File: src/rtl/alu_rr_arbiter.sv
// Shares one external combinational ALU between two requesters with a round-robin
// arbiter, valid/ready handshakes on both sides and a completed-operation counter.
module alu_rr_arbiter #(
    parameter int WIDTH = 32,
    parameter int SEL_W = 3
) (
    input  logic             clk,
    input  logic             rst,
    input  logic [1:0]       req_valid,
    output logic [1:0]       req_ready,
    input  logic [WIDTH-1:0] req0_a,
    input  logic [WIDTH-1:0] req0_b,
    input  logic [SEL_W-1:0] req0_sel,
    input  logic [WIDTH-1:0] req1_a,
    input  logic [WIDTH-1:0] req1_b,
    input  logic [SEL_W-1:0] req1_sel,
    output logic [1:0]       rsp_valid,
    input  logic [1:0]       rsp_ready,
    output logic [WIDTH-1:0] rsp_data,
    output logic [WIDTH-1:0] alu_a,
    output logic [WIDTH-1:0] alu_b,
    output logic [SEL_W-1:0] alu_sel,
    input  logic [WIDTH-1:0] alu_result,
    output logic             busy,
    output logic [15:0]      op_count
);

    localparam logic [1:0] IDLE = 2'd0;
    localparam logic [1:0] EXEC = 2'd1;
    localparam logic [1:0] RESP = 2'd2;

    logic [1:0] state;
    logic       last_grant;
    logic       owner;
    logic [1:0] grant;
    logic       accept;
    logic       winner;

    function automatic logic [1:0] one_hot(input logic idx);
        return idx ? 2'b10 : 2'b01;
    endfunction

    // Round-robin winner: a lone request wins, a tie goes to the requester not granted last
    always_comb begin
        grant = 2'b00;
        case (req_valid)
            2'b01:   grant = 2'b01;
            2'b10:   grant = 2'b10;
            2'b11:   grant = one_hot(~last_grant);
            default: grant = 2'b00;
        endcase
    end

    // Offer the grant only while idle and not being reset
    always_comb begin
        req_ready = 2'b00;
        if ((state == IDLE) && !rst) begin
            req_ready = grant;
        end else begin
            req_ready = 2'b00;
        end
    end

    assign accept = |(req_valid & req_ready);
    assign winner = req_ready[1];

    // Operation sequencing: accept, one ALU settle cycle, then hold the response
    always_ff @(posedge clk) begin
        if (rst) begin
            state      <= IDLE;
            last_grant <= 1'b1;
            owner      <= 1'b0;
            alu_a      <= '0;
            alu_b      <= '0;
            alu_sel    <= '0;
            rsp_data   <= '0;
            rsp_valid  <= 2'b00;
            busy       <= 1'b0;
            op_count   <= 16'd0;
        end else begin
            case (state)
                IDLE: begin
                    if (accept) begin
                        alu_a      <= winner ? req1_a   : req0_a;
                        alu_b      <= winner ? req1_b   : req0_b;
                        alu_sel    <= winner ? req1_sel : req0_sel;
                        owner      <= winner;
                        last_grant <= winner;
                        busy       <= 1'b1;
                        state      <= EXEC;
                    end else begin
                        state <= IDLE;
                    end
                end
                EXEC: begin
                    rsp_data  <= alu_result;
                    rsp_valid <= one_hot(owner);
                    state     <= RESP;
                end
                RESP: begin
                    // Only the owner's ready retires the response
                    if (rsp_ready[owner]) begin
                        rsp_valid <= 2'b00;
                        op_count  <= op_count + 16'd1;
                        busy      <= 1'b0;
                        state     <= IDLE;
                    end else begin
                        state <= RESP;
                    end
                end
                default: begin
                    rsp_valid <= 2'b00;
                    busy      <= 1'b0;
                    state     <= IDLE;
                end
            endcase
        end
    end

endmodule

File: config.mk
export PLATFORM = sky130hd
export DESIGN_NAME = alu_rr_arbiter
export DESIGN_NICKNAME = d
export VERILOG_FILES = /design/src/rtl/alu_rr_arbiter.sv
export SDC_FILE = /design/constraint.sdc
export NUM_CORES = 1
export LEC_CHECK = 0
export ABC_AREA = 1
export CORE_ASPECT_RATIO = 0.7
export CORE_UTILIZATION = 41
export CTS_BUF_LIST = sky130_fd_sc_hd__clkbuf_4 sky130_fd_sc_hd__clkbuf_8 sky130_fd_sc_hd__clkbuf_16
export DETAILED_ROUTE_END_ITERATION = 6
export PLACE_DENSITY = 0.84
export SKIP_CTS_REPAIR_TIMING = 1
export SLEW_MARGIN = 30
export SYNTH_ARGS = -nofsm -noshare
export SYNTH_HDL_FRONTEND = slang
export SYNTH_SLANG_ARGS = --single-unit
File: constraint.sdc
create_clock -name clk -period 2.8 [get_ports clk]
set_input_delay 0.56 -clock clk [delete_from_list [all_inputs] [get_ports clk]]
set_output_delay 0.56 -clock clk [all_outputs]
set_load 0.005 [all_outputs]
==> flow_metrics.env <==
export IMPL_setup_slack_ns=0.190
export IMPL_diodes=0
export IMPL_p_per_area_nw_per_um2=591
export IMPL_worstPathArrival_ns=2.05
export IMPL_first_iter_violations=247
export IMPL_synth_warnings=0
export IMPL_netlist_area_um2=5050
export IMPL_wl_per_cell_um=15.2
export IMPL_nFillCells=963
export IMPL_gp_congestion=0.877
export IMPL_outcome="complete, no violations"
export IMPL_final_cells=1135
export IMPL_fmax_mhz=383
export IMPL_path_cells="clkdlybuf4s50_1 > inv_1 > a21oi_1 > nor2b_4 > clkdlybuf4s50_1"
export IMPL_die_area_um2=12800
export IMPL_cts_buffers=17
export IMPL_hpwl_mm=11.8
export IMPL_grt_start_max_net_pins=115
export IMPL_cp_start_kind="primary input"
export IMPL_worstSetupPathType="primary input to output port"
export IMPL_synth_seq_area_share=0.484
export IMPL_num_nets_final=1138
export IMPL_multiInputGateArea_um2=2250
export IMPL_placementRows=33
export IMPL_routed_via_density=5.01
export IMPL_end_kind="output port"
export IMPL_syn_to_final_growth_pct=70.5
export IMPL_ys_types=26
export IMPL_syn_nets=863
export IMPL_clockRootBuffer="clkbuf_16"
export IMPL_period_share=0.932
export IMPL_dp_cells=1103
export IMPL_ys_seq_elements=122
export IMPL_fin_skew_ns=0.0100
export IMPL_antenna_found_initial=0
export IMPL_peakVddDrop_mv=0.439
export IMPL_clock_sinks=122
export IMPL_clock_latency_ns=0.40
export IMPL_die_y_um=94.8
export IMPL_htreeDepth=4
export IMPL_crit_path_frequent_cell="clkdlybuf4s50_1"
export IMPL_slowest_delay_ns=0.58
export IMPL_synth_top_area_frac=0.484
export IMPL_die_x_um=135
export IMPL_vias=5682
export IMPL_grt_pass1_wl_mm=26.7
export IMPL_clk_pin_slew_ns=0.05
export IMPL_firstDrtPassIters=4
export IMPL_maxCapViolCount=0
export IMPL_drc_errors=0
export IMPL_slew_violations=0
export IMPL_layout_drive_gt1_share=0.0603
export IMPL_wirelength_mm=17.2
export IMPL_critPathRequiredTime_ns=2.24
export IMPL_place_area_um2=8040
export IMPL_p_leak_nw=3.31
export IMPL_final_setup_tns_ns=0
export IMPL_register_area_um2=2440
export IMPL_tightestPinTransition_ns=0.779
export IMPL_grt_usage=0.270
export IMPL_grt_pass1_vias=5278
export IMPL_pre_cts_ws_ns=0.236
export IMPL_relSlewSlack=0.480
export IMPL_grt_overflow_total=0
export IMPL_fin_area_um2=8610
export IMPL_cts_max_path_buffers=2
export IMPL_num_io_pins=292
export IMPL_hold_path_class="flop to flop"
export IMPL_cp_slowest_cell="clkdlybuf4s50_1"
export IMPL_synth_area_leaders="dfxtp_1 48%, nor2_1 12%, o21ai_0 8.5%"
export IMPL_hold_viol_final=0
export IMPL_period_minus_slack_ns=2.61
export IMPL_ant_nets=0
export IMPL_start_util=0.426
export IMPL_port_buffers=291
export IMPL_tritoncts="done"
export IMPL_rsz0062_at_grt="false"
export IMPL_core_um2=11900
export IMPL_yosys_area_top_type="dfxtp_1"
export IMPL_avgSynthCellArea_um2=7.32
export IMPL_cp_max_fo=3
export IMPL_syn_inst=690
export IMPL_setup_viol=0
-- sequential cells by signal, indices dropped and copies added (netlist names) --
register,flops
op_count,16
state,2
alu_a,32
rsp_valid,2
rsp_data,32
owner,1
busy,1
alu_b,32
alu_sel,3
last_grant,1
-- cell families after synthesis --
group | share of synthesized area
flip-flops | 0.484
buffers and inverters | 0.0711
AO/OA/AOI/OAI | 0.185
AND/OR/NAND/NOR | 0.258
adder cells (fa/ha/maj) | 0.00248
-- power breakdown --
group | total [W] | switching, W | internal (W)
Combinational | 0.00101 | 0.000408 | 0.000606
Clock | 0.00207 | 0.000837 | 0.00124
Sequential | 0.00200 | 0.0000880 | 0.00191
-- critical path, delay by kind of cell --
| kind | cells | cell delay [ns] |
|---|---|---|
| AND/OR/NAND/NOR | 1 | 0.21 |
| buffers and inverters | 3 | 1.09 |
| AO/OA/AOI/OAI | 1 | 0.19 |
-- synthesized netlist by cell type, drive strengths merged --
master / n
inv: 33
o31ai: 1
ha: 1
a211oi: 1
nand3: 76
o21ai: 172
buf: 15
clkbuf: 32
a21oi: 10
nand4: 6
nor2: 167
nor3: 4
dfxtp: 122
nor2b: 1
a22oi: 1
nand2: 48
-- metal layers --
metal | wire length, µm | vias up | global-route usage | share of wire
met4 | 275 | 0 | 0.0936 | 0.016
met2 | 8260 | 207 | 0.458 | 0.48
met3 | 1450 | 24 | 0.0816 | 0.084
li1 | - | 2850 | - | -
met1 | 7220 | 2601 | 0.326 | 0.42
met5 | 0 | - | 0 | 0
-- final cells by class --
cell class | count | area share
clock inverter | 15 | 0.0163
inverter | 33 | 0.0150
clock buffer | 17 | 0.0494
tap | 157 | 0.0228
timing repair buffer | 303 | 0.352
sequential | 122 | 0.284
multi-input combinational | 488 | 0.261
-- layout by cell type, fill, tap and decap left out --
cell and n:
o31ai_1 1, nand2_2 1, bufinv_16 1, inv_8 1, clkinv_4 3, inv_6 5, buf_4 10, clkinvlp_4 3
inv_2 6, buf_12 2, nor2_4 3, nand3_1 75, clkbuf_16 17, o21ai_1 86, nand2_1 47, nand3_4 1
inv_1 26, dfxtp_1 122, nor2_1 162, clkinv_2 3, clkdlybuf4s50_1 291, ha_1 1, nor3_1 4, nor2b_4 1
nor2_2 2, nand4_1 6, a22oi_1 1, a21oi_1 10, a211oi_1 1, o21ai_0 86
-- per-stage QoR --
step	util	hold slack [ns]	power [W]
floorplan	-	0.429	0.00237
finish	0.726	0.473	0.00509
detailed placement	0.679	0.469	0.00305
global route	0.726	0.490	0.00532
global placement	0.679	0.451	0.00303
CTS	0.726	0.476	0.00513
-- path summary, 6_finish.rpt --
path                                    from            to  slack (ns)  cells past startpoint
worst min register to register     alu_a[28]     alu_a[28]        0.47                      2
worst min-delay path               alu_a[28]     alu_a[28]        0.47                      2
worst max-delay path            req_valid[1]  req_ready[1]        0.19                      5
worst max register to register    last_grant     alu_b[26]        1.03                      5
(Power assumes the default switching activity.)
